`config.mk`:
```
export PLATFORM = sky130hd
export DESIGN_NAME = alarm_controller_flat
export DESIGN_NICKNAME = d
export VERILOG_FILES = /design/src/rtl/alarm_controller_pkg.sv /design/src/rtl/alarm_controller_if.sv /design/src/rtl/alarm_controller_param_regs.sv /design/src/rtl/alarm_controller.sv /design/src/flat_wrapper.sv
export SDC_FILE = /design/constraint.sdc
export NUM_CORES = 1
export LEC_CHECK = 0
export ABC_AREA = 0
export BUFFER_PORTS_ARGS = -buffer_cell sky130_fd_sc_hd__buf_2
export CAP_MARGIN = 30
export CORE_MARGIN = 10
export CORE_UTILIZATION = 40
export DETAILED_ROUTE_END_ITERATION = 12
export GPL_TIMING_DRIVEN = 0
export HOLD_SLACK_MARGIN = 0.15
export PLACE_DENSITY = 0.59
export SLEW_MARGIN = 20
export SYNTH_ARGS = -nofsm -noshare
export SYNTH_HDL_FRONTEND = slang
export SYNTH_HIERARCHICAL = 1
export SYNTH_SLANG_ARGS = --single-unit
```
`constraint.sdc`:
```
create_clock -name clock -period 6.1 [get_ports clock]
set_clock_uncertainty 0.05 [all_clocks]
set_input_delay 1.83 -clock clock [delete_from_list [all_inputs] [get_ports clock]]
set_output_delay 1.83 -clock clock [all_outputs]
set_load 0.005 [all_outputs]
```
`src/rtl/alarm_controller_pkg.sv`:
```
// Shared encodings and default delays for the car alarm controller.
package alarm_controller_pkg;

  typedef enum logic [2:0] {
    ST_ARMED      = 3'd0,
    ST_TRIGGERED  = 3'd1,
    ST_ALARM      = 3'd2,
    ST_ALARM_HOLD = 3'd3,
    ST_DIS_IGN    = 3'd4,
    ST_DIS_WAIT   = 3'd5,
    ST_DIS_DOOR   = 3'd6,
    ST_ARM_WAIT   = 3'd7
  } state_e;

  typedef enum logic [1:0] {
    SEL_ARM       = 2'd0,
    SEL_DRIVER    = 2'd1,
    SEL_PASSENGER = 2'd2,
    SEL_ALARM_ON  = 2'd3
  } param_sel_e;

  localparam logic [3:0] DEF_ARM_DELAY       = 4'd6;
  localparam logic [3:0] DEF_DRIVER_DELAY    = 4'd8;
  localparam logic [3:0] DEF_PASSENGER_DELAY = 4'd15;
  localparam logic [3:0] DEF_ALARM_ON        = 4'd10;

  function automatic logic siren_on(state_e s);
    return (s == ST_ALARM) || (s == ST_ALARM_HOLD);
  endfunction

endpackage

```
`src/rtl/alarm_controller_if.sv`:
```
// Switch, reprogram, timer handshake and indicator signals of the alarm controller.
interface alarm_controller_if;
  logic       ignition;
  logic       door_driver;
  logic       door_pass;
  logic       reprogram;
  logic [1:0] param_sel;
  logic [3:0] param_value;
  logic       expired;
  logic       one_hz_enable;
  logic       start_timer;
  logic [3:0] timer_value;
  logic       siren;
  logic       status_led;
  logic [2:0] state_dbg;

  modport master (
    input  ignition, door_driver, door_pass, reprogram, param_sel, param_value,
           expired, one_hz_enable,
    output start_timer, timer_value, siren, status_led, state_dbg
  );

  modport slave (
    output ignition, door_driver, door_pass, reprogram, param_sel, param_value,
           expired, one_hz_enable,
    input  start_timer, timer_value, siren, status_led, state_dbg
  );
endinterface

```
`src/rtl/alarm_controller_param_regs.sv`:
```
// 4x4-bit user-programmable delay registers with one write port and one read mux.
module alarm_controller_param_regs
  import alarm_controller_pkg::*;
#(
  parameter logic [3:0] T_ARM_DELAY       = DEF_ARM_DELAY,
  parameter logic [3:0] T_DRIVER_DELAY    = DEF_DRIVER_DELAY,
  parameter logic [3:0] T_PASSENGER_DELAY = DEF_PASSENGER_DELAY,
  parameter logic [3:0] T_ALARM_ON        = DEF_ALARM_ON
) (
  input  logic       clock,
  input  logic       reset,
  input  logic       we,
  input  logic [1:0] wsel,
  input  logic [3:0] wdata,
  input  logic [1:0] rsel,
  output logic [3:0] rdata
);

  logic [3:0][3:0] regs;

  always_ff @(posedge clock or negedge reset) begin
    if (!reset) begin
      regs[SEL_ARM]       <= T_ARM_DELAY;
      regs[SEL_DRIVER]    <= T_DRIVER_DELAY;
      regs[SEL_PASSENGER] <= T_PASSENGER_DELAY;
      regs[SEL_ALARM_ON]  <= T_ALARM_ON;
    end else if (we) begin
      regs[wsel] <= wdata;
    end
  end

  assign rdata = regs[rsel];

endmodule

```
`src/rtl/alarm_controller.sv`:
```
// Anti-theft FSM: arming, entry delay, siren and disarm sequencing; drives the
// countdown timer via a registered one-cycle start pulse.
module alarm_controller
  import alarm_controller_pkg::*;
#(
  parameter logic [3:0] T_ARM_DELAY       = DEF_ARM_DELAY,
  parameter logic [3:0] T_DRIVER_DELAY    = DEF_DRIVER_DELAY,
  parameter logic [3:0] T_PASSENGER_DELAY = DEF_PASSENGER_DELAY,
  parameter logic [3:0] T_ALARM_ON        = DEF_ALARM_ON
) (
  input  logic                clock,
  input  logic                reset,
  alarm_controller_if.master  bus
);

  state_e     state, state_nxt;
  param_sel_e sel_nxt;
  logic       start_q, start_nxt;
  logic [3:0] tval_q, dly;
  logic       led_q, led_nxt;
  logic       exp_ok;

  alarm_controller_param_regs #(
    .T_ARM_DELAY      (T_ARM_DELAY),
    .T_DRIVER_DELAY   (T_DRIVER_DELAY),
    .T_PASSENGER_DELAY(T_PASSENGER_DELAY),
    .T_ALARM_ON       (T_ALARM_ON)
  ) u_regs (
    .clock (clock),
    .reset (reset),
    .we    (bus.reprogram),
    .wsel  (bus.param_sel),
    .wdata (bus.param_value),
    .rsel  (sel_nxt),
    .rdata (dly)
  );

  // The timer reloads one edge after start, so its expired is stale while start is high.
  assign exp_ok = bus.expired && !start_q;

  always_comb begin
    state_nxt = state;
    start_nxt = 1'b0;
    sel_nxt   = SEL_ARM;
    if (bus.reprogram) begin
      state_nxt = ST_ARMED;
    end else if (bus.ignition && state != ST_DIS_IGN) begin
      state_nxt = ST_DIS_IGN;
    end else begin
      case (state)
        ST_ARMED: begin
          if (bus.door_driver) begin
            state_nxt = ST_TRIGGERED;
            start_nxt = 1'b1;
            sel_nxt   = SEL_DRIVER;
          end else if (bus.door_pass) begin
            state_nxt = ST_TRIGGERED;
            start_nxt = 1'b1;
            sel_nxt   = SEL_PASSENGER;
          end
        end
        ST_TRIGGERED: if (exp_ok) state_nxt = ST_ALARM;
        ST_ALARM: begin
          if (!bus.door_driver && !bus.door_pass) begin
            state_nxt = ST_ALARM_HOLD;
            start_nxt = 1'b1;
            sel_nxt   = SEL_ALARM_ON;
          end
        end
        ST_ALARM_HOLD: begin
          if (bus.door_driver || bus.door_pass) state_nxt = ST_ALARM;
          else if (exp_ok)                      state_nxt = ST_ARMED;
        end
        ST_DIS_IGN:  if (!bus.ignition)   state_nxt = ST_DIS_WAIT;
        ST_DIS_WAIT: if (bus.door_driver) state_nxt = ST_DIS_DOOR;
        ST_DIS_DOOR: begin
          if (!bus.door_driver) begin
            state_nxt = ST_ARM_WAIT;
            start_nxt = 1'b1;
            sel_nxt   = SEL_ARM;
          end
        end
        ST_ARM_WAIT: begin
          if (bus.door_driver) state_nxt = ST_DIS_DOOR;
          else if (exp_ok)     state_nxt = ST_ARMED;
        end
        default: state_nxt = ST_ARMED;
      endcase
    end
  end

  // LED blink phase restarts at 0 on every entry into ARMED.
  always_comb begin
    led_nxt = 1'b0;
    case (state_nxt)
      ST_ARMED:      led_nxt = (state == ST_ARMED) ? (led_q ^ bus.one_hz_enable) : 1'b0;
      ST_TRIGGERED,
      ST_ALARM,
      ST_ALARM_HOLD: led_nxt = 1'b1;
      default:       led_nxt = 1'b0;
    endcase
  end

  always_ff @(posedge clock or negedge reset) begin
    if (!reset) begin
      state   <= ST_ARMED;
      start_q <= 1'b0;
      tval_q  <= '0;
      led_q   <= 1'b0;
    end else begin
      state   <= state_nxt;
      start_q <= start_nxt;
      led_q   <= led_nxt;
      if (start_nxt) tval_q <= dly;
    end
  end

  assign bus.start_timer = start_q;
  assign bus.timer_value = tval_q;
  assign bus.siren       = siren_on(state);
  assign bus.status_led  = led_q;
  assign bus.state_dbg   = state;

endmodule
```
`src/flat_wrapper.sv`:
```
// flat-port wrapper written by rule: the top's interface ports become plain ports
module alarm_controller_flat import alarm_controller_pkg::*;
#(
  parameter logic [3:0] T_ARM_DELAY       = DEF_ARM_DELAY,
  parameter logic [3:0] T_DRIVER_DELAY    = DEF_DRIVER_DELAY,
  parameter logic [3:0] T_PASSENGER_DELAY = DEF_PASSENGER_DELAY,
  parameter logic [3:0] T_ALARM_ON        = DEF_ALARM_ON
)
  (clock, reset, bus_ignition, bus_door_driver, bus_door_pass, bus_reprogram, bus_param_sel, bus_param_value, bus_expired, bus_one_hz_enable, bus_start_timer, bus_timer_value, bus_siren, bus_status_led, bus_state_dbg);
  alarm_controller_if bus_i ();
  input  logic clock;
  input  logic reset;
  input wire logic [$bits(bus_i.ignition)-1:0] bus_ignition;
  input wire logic [$bits(bus_i.door_driver)-1:0] bus_door_driver;
  input wire logic [$bits(bus_i.door_pass)-1:0] bus_door_pass;
  input wire logic [$bits(bus_i.reprogram)-1:0] bus_reprogram;
  input wire logic [$bits(bus_i.param_sel)-1:0] bus_param_sel;
  input wire logic [$bits(bus_i.param_value)-1:0] bus_param_value;
  input wire logic [$bits(bus_i.expired)-1:0] bus_expired;
  input wire logic [$bits(bus_i.one_hz_enable)-1:0] bus_one_hz_enable;
  output wire logic [$bits(bus_i.start_timer)-1:0] bus_start_timer;
  output wire logic [$bits(bus_i.timer_value)-1:0] bus_timer_value;
  output wire logic [$bits(bus_i.siren)-1:0] bus_siren;
  output wire logic [$bits(bus_i.status_led)-1:0] bus_status_led;
  output wire logic [$bits(bus_i.state_dbg)-1:0] bus_state_dbg;
  assign bus_i.ignition = bus_ignition;
  assign bus_i.door_driver = bus_door_driver;
  assign bus_i.door_pass = bus_door_pass;
  assign bus_i.reprogram = bus_reprogram;
  assign bus_i.param_sel = bus_param_sel;
  assign bus_i.param_value = bus_param_value;
  assign bus_i.expired = bus_expired;
  assign bus_i.one_hz_enable = bus_one_hz_enable;
  assign bus_start_timer = bus_i.start_timer;
  assign bus_timer_value = bus_i.timer_value;
  assign bus_siren = bus_i.siren;
  assign bus_status_led = bus_i.status_led;
  assign bus_state_dbg = bus_i.state_dbg;
  alarm_controller #(.T_ARM_DELAY(T_ARM_DELAY), .T_DRIVER_DELAY(T_DRIVER_DELAY), .T_PASSENGER_DELAY(T_PASSENGER_DELAY), .T_ALARM_ON(T_ALARM_ON)) u_core (.clock(clock), .reset(reset), .bus(bus_i));
endmodule
```
After elaboration in Yosys (flattened, before gate mapping)
Index checks and enable logic that the tools add are counted.
{"block": "totals", "ff_bits": 25, "input_bits": 14, "output_inout_bits": 10, "word_cells": 68}
{"block": "classes", "n_lt_le_gt_ge": 3, "eq_ne": 11, "n_mux": 33, "bitwise": 1, "reduce_logical": 12}
{"cell": "3-bit 2-to-1 mux", "n": 12}
{"cell": "3-bit case mux with 8 select lines", "n": 1}
{"cell": "16-bit bitwise mux", "n": 1}
{"cell": "3-bit by 2-bit == test with 1-bit output (second input constant)", "n": 4}
{"cell": "3-bit == test (second input constant)", "n": 4}
{"cell": "2-bit 2-to-1 mux", "n": 5}
{"cell": "4-bit binary-select mux with 2-bit select", "n": 1}
{"cell": "4-bit demux with 2-bit select", "n": 1}
{"cell": "4-bit 2-to-1 mux", "n": 2}
{"cell": "1-bit 2-to-1 mux", "n": 7}
{"cell": "3-bit by 1-bit == test with 1-bit output (second input constant)", "n": 2}
{"cell": "3-bit zero test", "n": 2}
{"cell": "2-bit by 3-bit < comparator with 1-bit output (second input constant)", "n": 2}
{"cell": "1-bit logical AND", "n": 4}
{"cell": "2-bit case mux with 2 select lines", "n": 1}
{"cell": "1-bit zero test", "n": 3}
{"cell": "3-bit inequality test (second input constant)", "n": 1}
{"cell": "1-bit case mux with 3 select lines", "n": 1}
{"cell": "3-bit OR reduction", "n": 1}
{"cell": "2-bit by 1-bit >= comparator with 1-bit output (second input constant)", "n": 1}
{"cell": "1-bit logical OR", "n": 2}
{"cell": "1-bit case mux with 2 select lines", "n": 1}
{"cell": "1-bit XOR", "n": 1}

Longest topological paths before layout
Gate-level depths: netlist (run 1).
{"block": "logic_depth", "ltp_word": 10, "mapped_depth": 5, "depth_no_buf": 5}

Modules after synthesis
The synthesis (run 1) kept the hierarchy.
{"mod": "alarm_controller_param_regs", "n_inst": 1, "cells_per_inst": 40, "area_per_inst_um2": 724.4, "seq_area_each_um2": 411.6}
{"mod": "alarm_controller", "n_inst": 1, "cells_per_inst": 55, "area_per_inst_um2": 584.3, "seq_area_each_um2": 225.2}

Least setup slack after synthesis (run 1)
No wires, ideal clock.
{"block": "synth_timing", "kind": "input port to flip-flop", "startpoint": "in bus_ignition", "endpoint": "reg u_core.tval_q[0], in the netlist u_core/bus.timer_value[0]", "setup_time_ns": 0.125, "arrival_time_ns": 3.509, "required_time_ns": 5.925, "slack_ns": 2.416, "cell_stages": 4, "path_buffers": 0, "path_cell_list": "or4_1 > nor2_1 > mux4_1 > mux2_4"}
{"block": "synth_via", "elab_chain_cells": 5, "elab_cells_between_ends": 7, "classes_between": "mux: 6; reduce/logical: 1"}
{"element": "start, declared", "line": "flat_wrapper.sv:13", "rtl": "input wire logic [$bits(bus_i.ignition)-1:0] bus_ignition;"}
{"element": "1-bit logical AND", "line": "alarm_controller.sv:47", "rtl": "end else if (bus.ignition && state != ST_DIS_IGN) begin"}
{"element": "2-bit 2-to-1 mux", "line": "alarm_controller.sv:47"}
{"element": "2-bit 2-to-1 mux", "line": "alarm_controller.sv:45", "rtl": "if (bus.reprogram) begin"}
{"element": "via u_core.sel_nxt[0]", "line": "alarm_controller.sv:17", "rtl": "param_sel_e sel_nxt;"}
{"element": "4-bit binary-select mux with 2-bit select", "line": "alarm_controller_param_regs.sv:32", "rtl": "assign rdata = regs[rsel];"}
{"element": "4-bit 2-to-1 mux (not written as such)", "line": "alarm_controller_param_regs.sv:32"}
{"element": "via u_core.dly[0]", "line": "alarm_controller.sv:19", "rtl": "logic [3:0] tval_q, dly;"}
{"element": "end signal, assigned", "line": "alarm_controller.sv:114", "rtl": "if (start_nxt) tval_q <= dly;"}
{"element": "end, declared", "line": "alarm_controller.sv:19"}
The timed path passes the listed nets, and every way through them passes these cells. The select of a mux whose other input is x is not followed.
A chain may end at the register's enable or synchronous reset.

Worst setup path in the final report (run 1)
Same ends and word-level chain as after synthesis.

==> results by group, run 1 <==
Run status
  • Status: complete, no violations

Finish
  • Fin cells: 166
  • Final nets: 137
  • Antenna Cells: 0
  • Filler cells: approximately 310
  • Share of layout cells above drive strength 1: roughly 53%
  • Area delta synth->final: 15.1%

Synthesis
  • Synthesized cell area: 1310 µm²
  • Ys Warns: 6
  • Mean Syn Cell Area: 13.8 µm²
  • Top_reg_cell synth: dfrtp_1
  • Leading post-synthesis cells by cell area: dfrtp_1, dfstp_2, mux2_2
  • Sequential share of the synthesized area: approximately half
  • EDFF count, synth: 0
  • Asr flop ratio synth: between 90% and 100%
  • Synth unique cells: 35
  • Post-synth top cells: dfrtp_1, mux2_2, dfstp_2
  • Synth area leader: dfrtp_1
  • Post-synthesis register bit count: 25
  • Yosys top cell area share: 30.6%
  • Syn_nets: ~110
  • Syn Inst Count: between 90 and 100

Worst hold path
  • Hold path depth: 1
  • Hold path startpoint: u_core/u_regs/regs[5]
  • Hold Path Class: reg -> reg
  • Hold Path End: u_core/u_regs/regs[5]

Critical path
  • Reg-to-reg slack, setup: roughly 3.4 ns
  • CP cell instances: buf_2 -> or4_1 -> nor2_1 -> mux4_1 -> mux2_4
  • Slowest stage delay, CP: just over 0.6 ns
  • CP max stage cell: mux4_1
  • Crit path arrival time: ~3.8 ns
  • CP Class: in -> reg
  • Worst setup EP type: register
  • R2R Path Start: u_core/bus.state_dbg[2]
  • Worst EP required: ~6.3 ns
  • R2R cell count: 5
  • Crit path from: bus_ignition
  • Top Family by Delay on Critical Path: simple AND/OR/NAND/NOR gates
  • Worst path bufs/invs: 1
  • Crit-path max FO: 6
  • Worst r2r dst: u_core/bus.timer_value[0]
  • Startpoint Class: primary input

Timing
  • Setup tns final: 0 ns
  • Slew @ Worst Pin: approximately 0.74 ns
  • F_max: 273 MHz
  • Final hold slack: approximately 0.47 ns
  • Final setup fails: 0
  • Final critical-path share of the clock period: between 60 and 70%
  • Minimum clock period: 3.66 ns
  • Final Hold Vio Count: 0
  • Worst slew margin: between 50 and 60%
  • Slew Viols, Final: 0
  • RSZ-0062 raised after global routing: false
  • Setup WS post-layout: between 2 and 2.5 ns

Drt
  • Detailed Route WL: about 2600 µm
  • DRC violations left: 0
  • Starting DRC count in detailed routing: 54
  • WL/cell: around 16 µm
  • Pre-antenna DRT Iters: 5
  • Vias/cell: ~5.0
  • Remaining antenna violation count: 0
  • Via count: 838

Clock tree
  • H-tree level count: 1
  • Hold buffers post-CTS: 0
  • Max clock buf depth: 2
  • CTS tree: yes
  • Worst skew pair latency: 0.31 ns
  • Clock sinks: 25
  • Root Buffer: clkbuf_4
  • Num CTS Buffers: 3
  • PostCTS Resize Cnt: 0
  • # Post-CTS Setup Buffers: 0
  • Clk slew on worst S/H paths: between 0.1 and 0.15 ns

Power and ir drop
  • Sw power: 0.000106 W
  • Internal Power: between 0.0002 and 0.0003 W
  • Clock power frac: between 15 and 20%
  • Combinational share of power: a little over a quarter
  • Leakage: between 0.6 and 0.7 nW
  • Total power: 0.000403 W
  • P per Cell Area: around 270 nW/µm²
  • VDD IR-drop max: between 150 and 200 µV
  • Register share of total power: a little under three fifths
  • Switching Share: 26.3%

Die
  • Die area: 5960 µm²
  • Floorplan row count: 20
  • Die height: 77.2 µm
  • Io pins: 24
  • Initial Utilization: a little over two fifths
  • DIE WIDTH: 77.2 µm
  • Core region area: between 3000 and 4000 µm²

Place
  • Routability cong.: 0.827
  • PortBufs: 23
  • Placed cell count: about 160
  • Final HPWL DP: between 2000 and 2500 µm
  • DP Worst Slack: between 2 and 2.5 ns

GRT
  • Largest net degree at the start of global routing: 26
  • Gr usage total: 9.05%
  • First-pass GRT wire length: 4380 µm
  • Total gr overflow: 0
  • Vias in the first global route: roughly 870
  • Initial antenna violation count: 0

Flow run
  • Max Cap Viol: 0
[metrics by stage]
step                util [%]  instance area, µm²
floorplan                  -                1310
global placement        47.7                1480
detailed placement      47.7                1480
CTS                     48.5                1510
global route            48.5                1510
finish                  48.5                1510
[layer usage]
layer	vias up	routed length (µm)	GRT usage, %
met2	14	1300	14.4
li1	409	-	-
met3	2	79	2.21
met1	413	1240	11.5
met5	-	0	0
met4	0	21	3.28
[logic make-up after synthesis]
family | count (synthesis) | synth area share, %
flip-flops | 25 | 48.7
buffers and inverters | 6 | 2.29
AND/OR/NAND/NOR | 27 | 14.5
multiplexers | 25 | 26.3
XOR/XNOR | 2 | 1.34
AO/OA/AOI/OAI | 10 | 6.89
[worst register-to-register path, delay by kind of cell, from the launching register on]
family,cells,cell delay (ns)
buf+inv,1,0.22
mux,2,0.89
flops,1,0.43
simple gates,2,1.02
[cells in the final DEF, fill, tap and decap left out, drive strengths merged, types with 2 or more instances in the layout]
cell    instances
dfstp           9
mux2           20
mux4            4
nand3b          3
dfrtp          16
nand3           3
nor2            6
nor2b           4
xnor2           2
nand2b          2
o21ai           2
clkbuf          4
buf            24
inv             4
[state kept, by name, summed over array words and instances, names as in the netlist]
register and cells:
u_core/u_regs/regs 16, u_core/bus.timer_value 4, u_core/bus.state_dbg 3, u_core/bus.start_timer 1
u_core/bus.status_led 1
[power groups by stage]
stage	clock network (W)	logic, W	registers [W]
finish	0.0000714	0.000105	0.000227
global route	0.0000852	0.000114	0.000233
CTS	0.0000754	0.000108	0.000228
detailed placement	0	0.000108	0.000231
global placement	0	0.000105	0.000229
floorplan	0	0.0000680	0.000228
[worst max-delay path by stage]
| stage | end | depth (start not counted) |
|---|---|---|
| global placement | u_core/bus.timer_value[0] | 5 |
| floorplan | u_core/bus.timer_value[0] | 4 |
| CTS | u_core/bus.timer_value[0] | 5 |
| finish | u_core/bus.timer_value[0] | 5 |
| detailed placement | u_core/bus.timer_value[0] | 5 |
| global route | u_core/bus.timer_value[0] | 5 |
[layout make-up]
class                           instances  area, µm²  area share [%]
Clock inverter                          1       5.00           0.332
Clock buffer                            3       22.5            1.50
Tap cell                               44       55.1            3.65
Multi-Input combinational cell         64        642            42.6
Sequential cell                        25        637            42.3
Buffer                                  2       15.0           0.997
Inverter                                4       15.0           0.997
Timing Repair Buffer                   23        115            7.64
Power figures use the tool's default switching activity.
==> run 2, diff against run 1 <==
- PLACE_DENSITY: 0.59 -> 0.61
- clock period: 6.1 -> 3.15 ns (I/O delays scaled with it)
==> results by group, run 2 (synthesized netlist as in run 1, its figures left out) <==
Critical path
  • CP cell instances: buf_2 -> or4_1 -> nor2_1 -> mux4_1 -> mux2_4
  • CP Class: in -> reg
  • R2R cell count: 5
  • Crit path arrival time: a little under 3 ns
  • R2R Path Start: u_core/bus.state_dbg[2]
  • Reg-to-reg slack, setup: about 0.47 ns
  • Slowest stage delay, CP: 0.62 ns
  • CP max stage cell: mux4_1
  • Worst r2r dst: u_core/bus.timer_value[0]
  • Worst setup EP type: register
  • Startpoint Class: primary input
  • Crit-path max FO: 6
  • Worst EP required: about 3.3 ns

Die
  • DIE WIDTH: 77.2 µm
  • Die height: approximately 77 µm
  • Initial Utilization: between 40% and 50%
  • Io pins: 24
  • Die area: 5960 µm²
  • Core region area: approximately 3100 µm²
  • Floorplan row count: 20

Place
  • PortBufs: 23
  • Routability cong.: around 0.81
  • Placed cell area: 1480 µm²
  • Final HPWL DP: approximately 2000 µm

Timing
  • Minimum clock period: roughly 2.7 ns
  • Final hold slack: around 0.47 ns
  • Final setup fails: 0
  • F_max: around 360 MHz
  • Final critical-path share of the clock period: 87.2%
  • RSZ-0062 raised after global routing: false
  • Slew Viols, Final: 0
  • Final Hold Vio Count: 0
  • Slew @ Worst Pin: between 0.6 and 0.7 ns
  • Worst slew margin: 53.3%
  • Setup tns final: 0 ns

Worst hold path
  • Hold Path End: u_core/u_regs/regs[4]
  • Hold path depth: 1
  • Hold path startpoint: u_core/u_regs/regs[4]
  • Hold Path Class: reg -> reg

Drt
  • DRC violations left: 0
  • Detailed Route WL: 2570 µm
  • Starting DRC count in detailed routing: between 50 and 60
  • Remaining antenna violation count: 0
  • WL/cell: 15.5 µm
  • Pre-antenna DRT Iters: 4
  • Vias/cell: 5.04
  • Via count: roughly 840

Power and ir drop
  • P per Cell Area: roughly 520 nW/µm²
  • VDD IR-drop max: around 300 µV
  • Leakage: roughly 0.64 nW

Clock tree
  • Clock sinks: 25
  • Num CTS Buffers: 3
  • H-tree level count: 1
  • # Post-CTS Setup Buffers: 0
  • CTS tree: yes
  • Worst skew pair latency: 0.32 ns
  • Clk slew on worst S/H paths: 0.14 ns
  • PostCTS Resize Cnt: 0
  • Hold buffers post-CTS: 0
  • Root Buffer: clkbuf_4
  • Max clock buf depth: 2

GRT
  • Largest net degree at the start of global routing: 26
  • First-pass GRT wire length: approximately 4400 µm
  • Total gr overflow: 0
  • Gr usage total: ~9%
  • Initial antenna violation count: 0
  • Vias in the first global route: just over 900

Finish
  • Final instance area: approximately 1500 µm²
  • Multi-input logic area: about 640 µm²
  • Antenna Cells: 0
  • Final Util: about half
  • Final nets: approximately 140
  • Most flops, register: u_core/u_regs/regs
  • Max FFs per register: 16
  • Most common cell after layout, fill and taps aside: buf_2
  • Most frequent cells in the layout: buf_2, dfrtp_1, mux2_2
  • Reg area: between 600 and 700 µm²
  • Filler cells: 300
  • Share of layout cells above drive strength 1: about 53%
  • Area delta synth->final: 15.3%

Flow run
  • Max Cap Viol: 0

Run status
  • Status: complete, no violations
run 2: worst max-delay path by stage:
stage,start,to,slack (ns),depth (start not counted)
2_1_floorplan,bus_ignition,u_core/bus.timer_value[0],0.35,4
3_3_place_gp,bus_ignition,u_core/bus.timer_value[0],0.005,5
3_5_place_dp,bus_ignition,u_core/bus.timer_value[0],0.01,5
4_1_cts,bus_ignition,u_core/bus.timer_value[0],0.37,5
5_1_grt,u_core/bus.state_dbg[2],u_core/bus.timer_value[0],0.28,5
6_report,bus_ignition,u_core/bus.timer_value[0],0.40,5
run 2: cell type report:
| type | count | area share, % |
|---|---|---|
| buffer | 2 | 0.995 |
| clock buffer | 3 | 1.49 |
| clock inverter | 1 | 0.498 |
| inverter | 4 | 0.995 |
| multi-input combinational | 64 | 42.5 |
| sequential | 25 | 42.2 |
| tap | 44 | 3.65 |
| timing repair buffer | 23 | 7.63 |
run 2: worst max-delay path: cells and delay by family:
family                 cells  cell delay, ns
muxes                      2            0.90
buffers and inverters      1            0.14
and+or+nand+nor            2            0.93
run 2: power by group:
part | switching, W | internal, W
Sequential | 0.0000363 | 0.000405
Clock | 0.0000974 | 0.0000484
Combinational | 0.0000779 | 0.000124
run 2: per-stage QoR:
stage	worst slack, ns	total power (W)	std cells
after floorplan	0.351	0.000573	95
after global placement	0.00538	0.000646	162
after detailed placement	0.0139	0.000654	162
after CTS	0.373	0.000802	166
after global routing	0.277	0.000845	166
final	0.403	0.000789	166
run 2: routing by layer:
layer | global-route usage (%) | share of wire (%) | vias up
met5 | 0 | 0 | -
met4 | 3.28 | 0.43 | 0
met3 | 2.45 | 5.0 | 2
met2 | 14.2 | 47 | 13
met1 | 10.9 | 47 | 407
li1 | - | - | 415
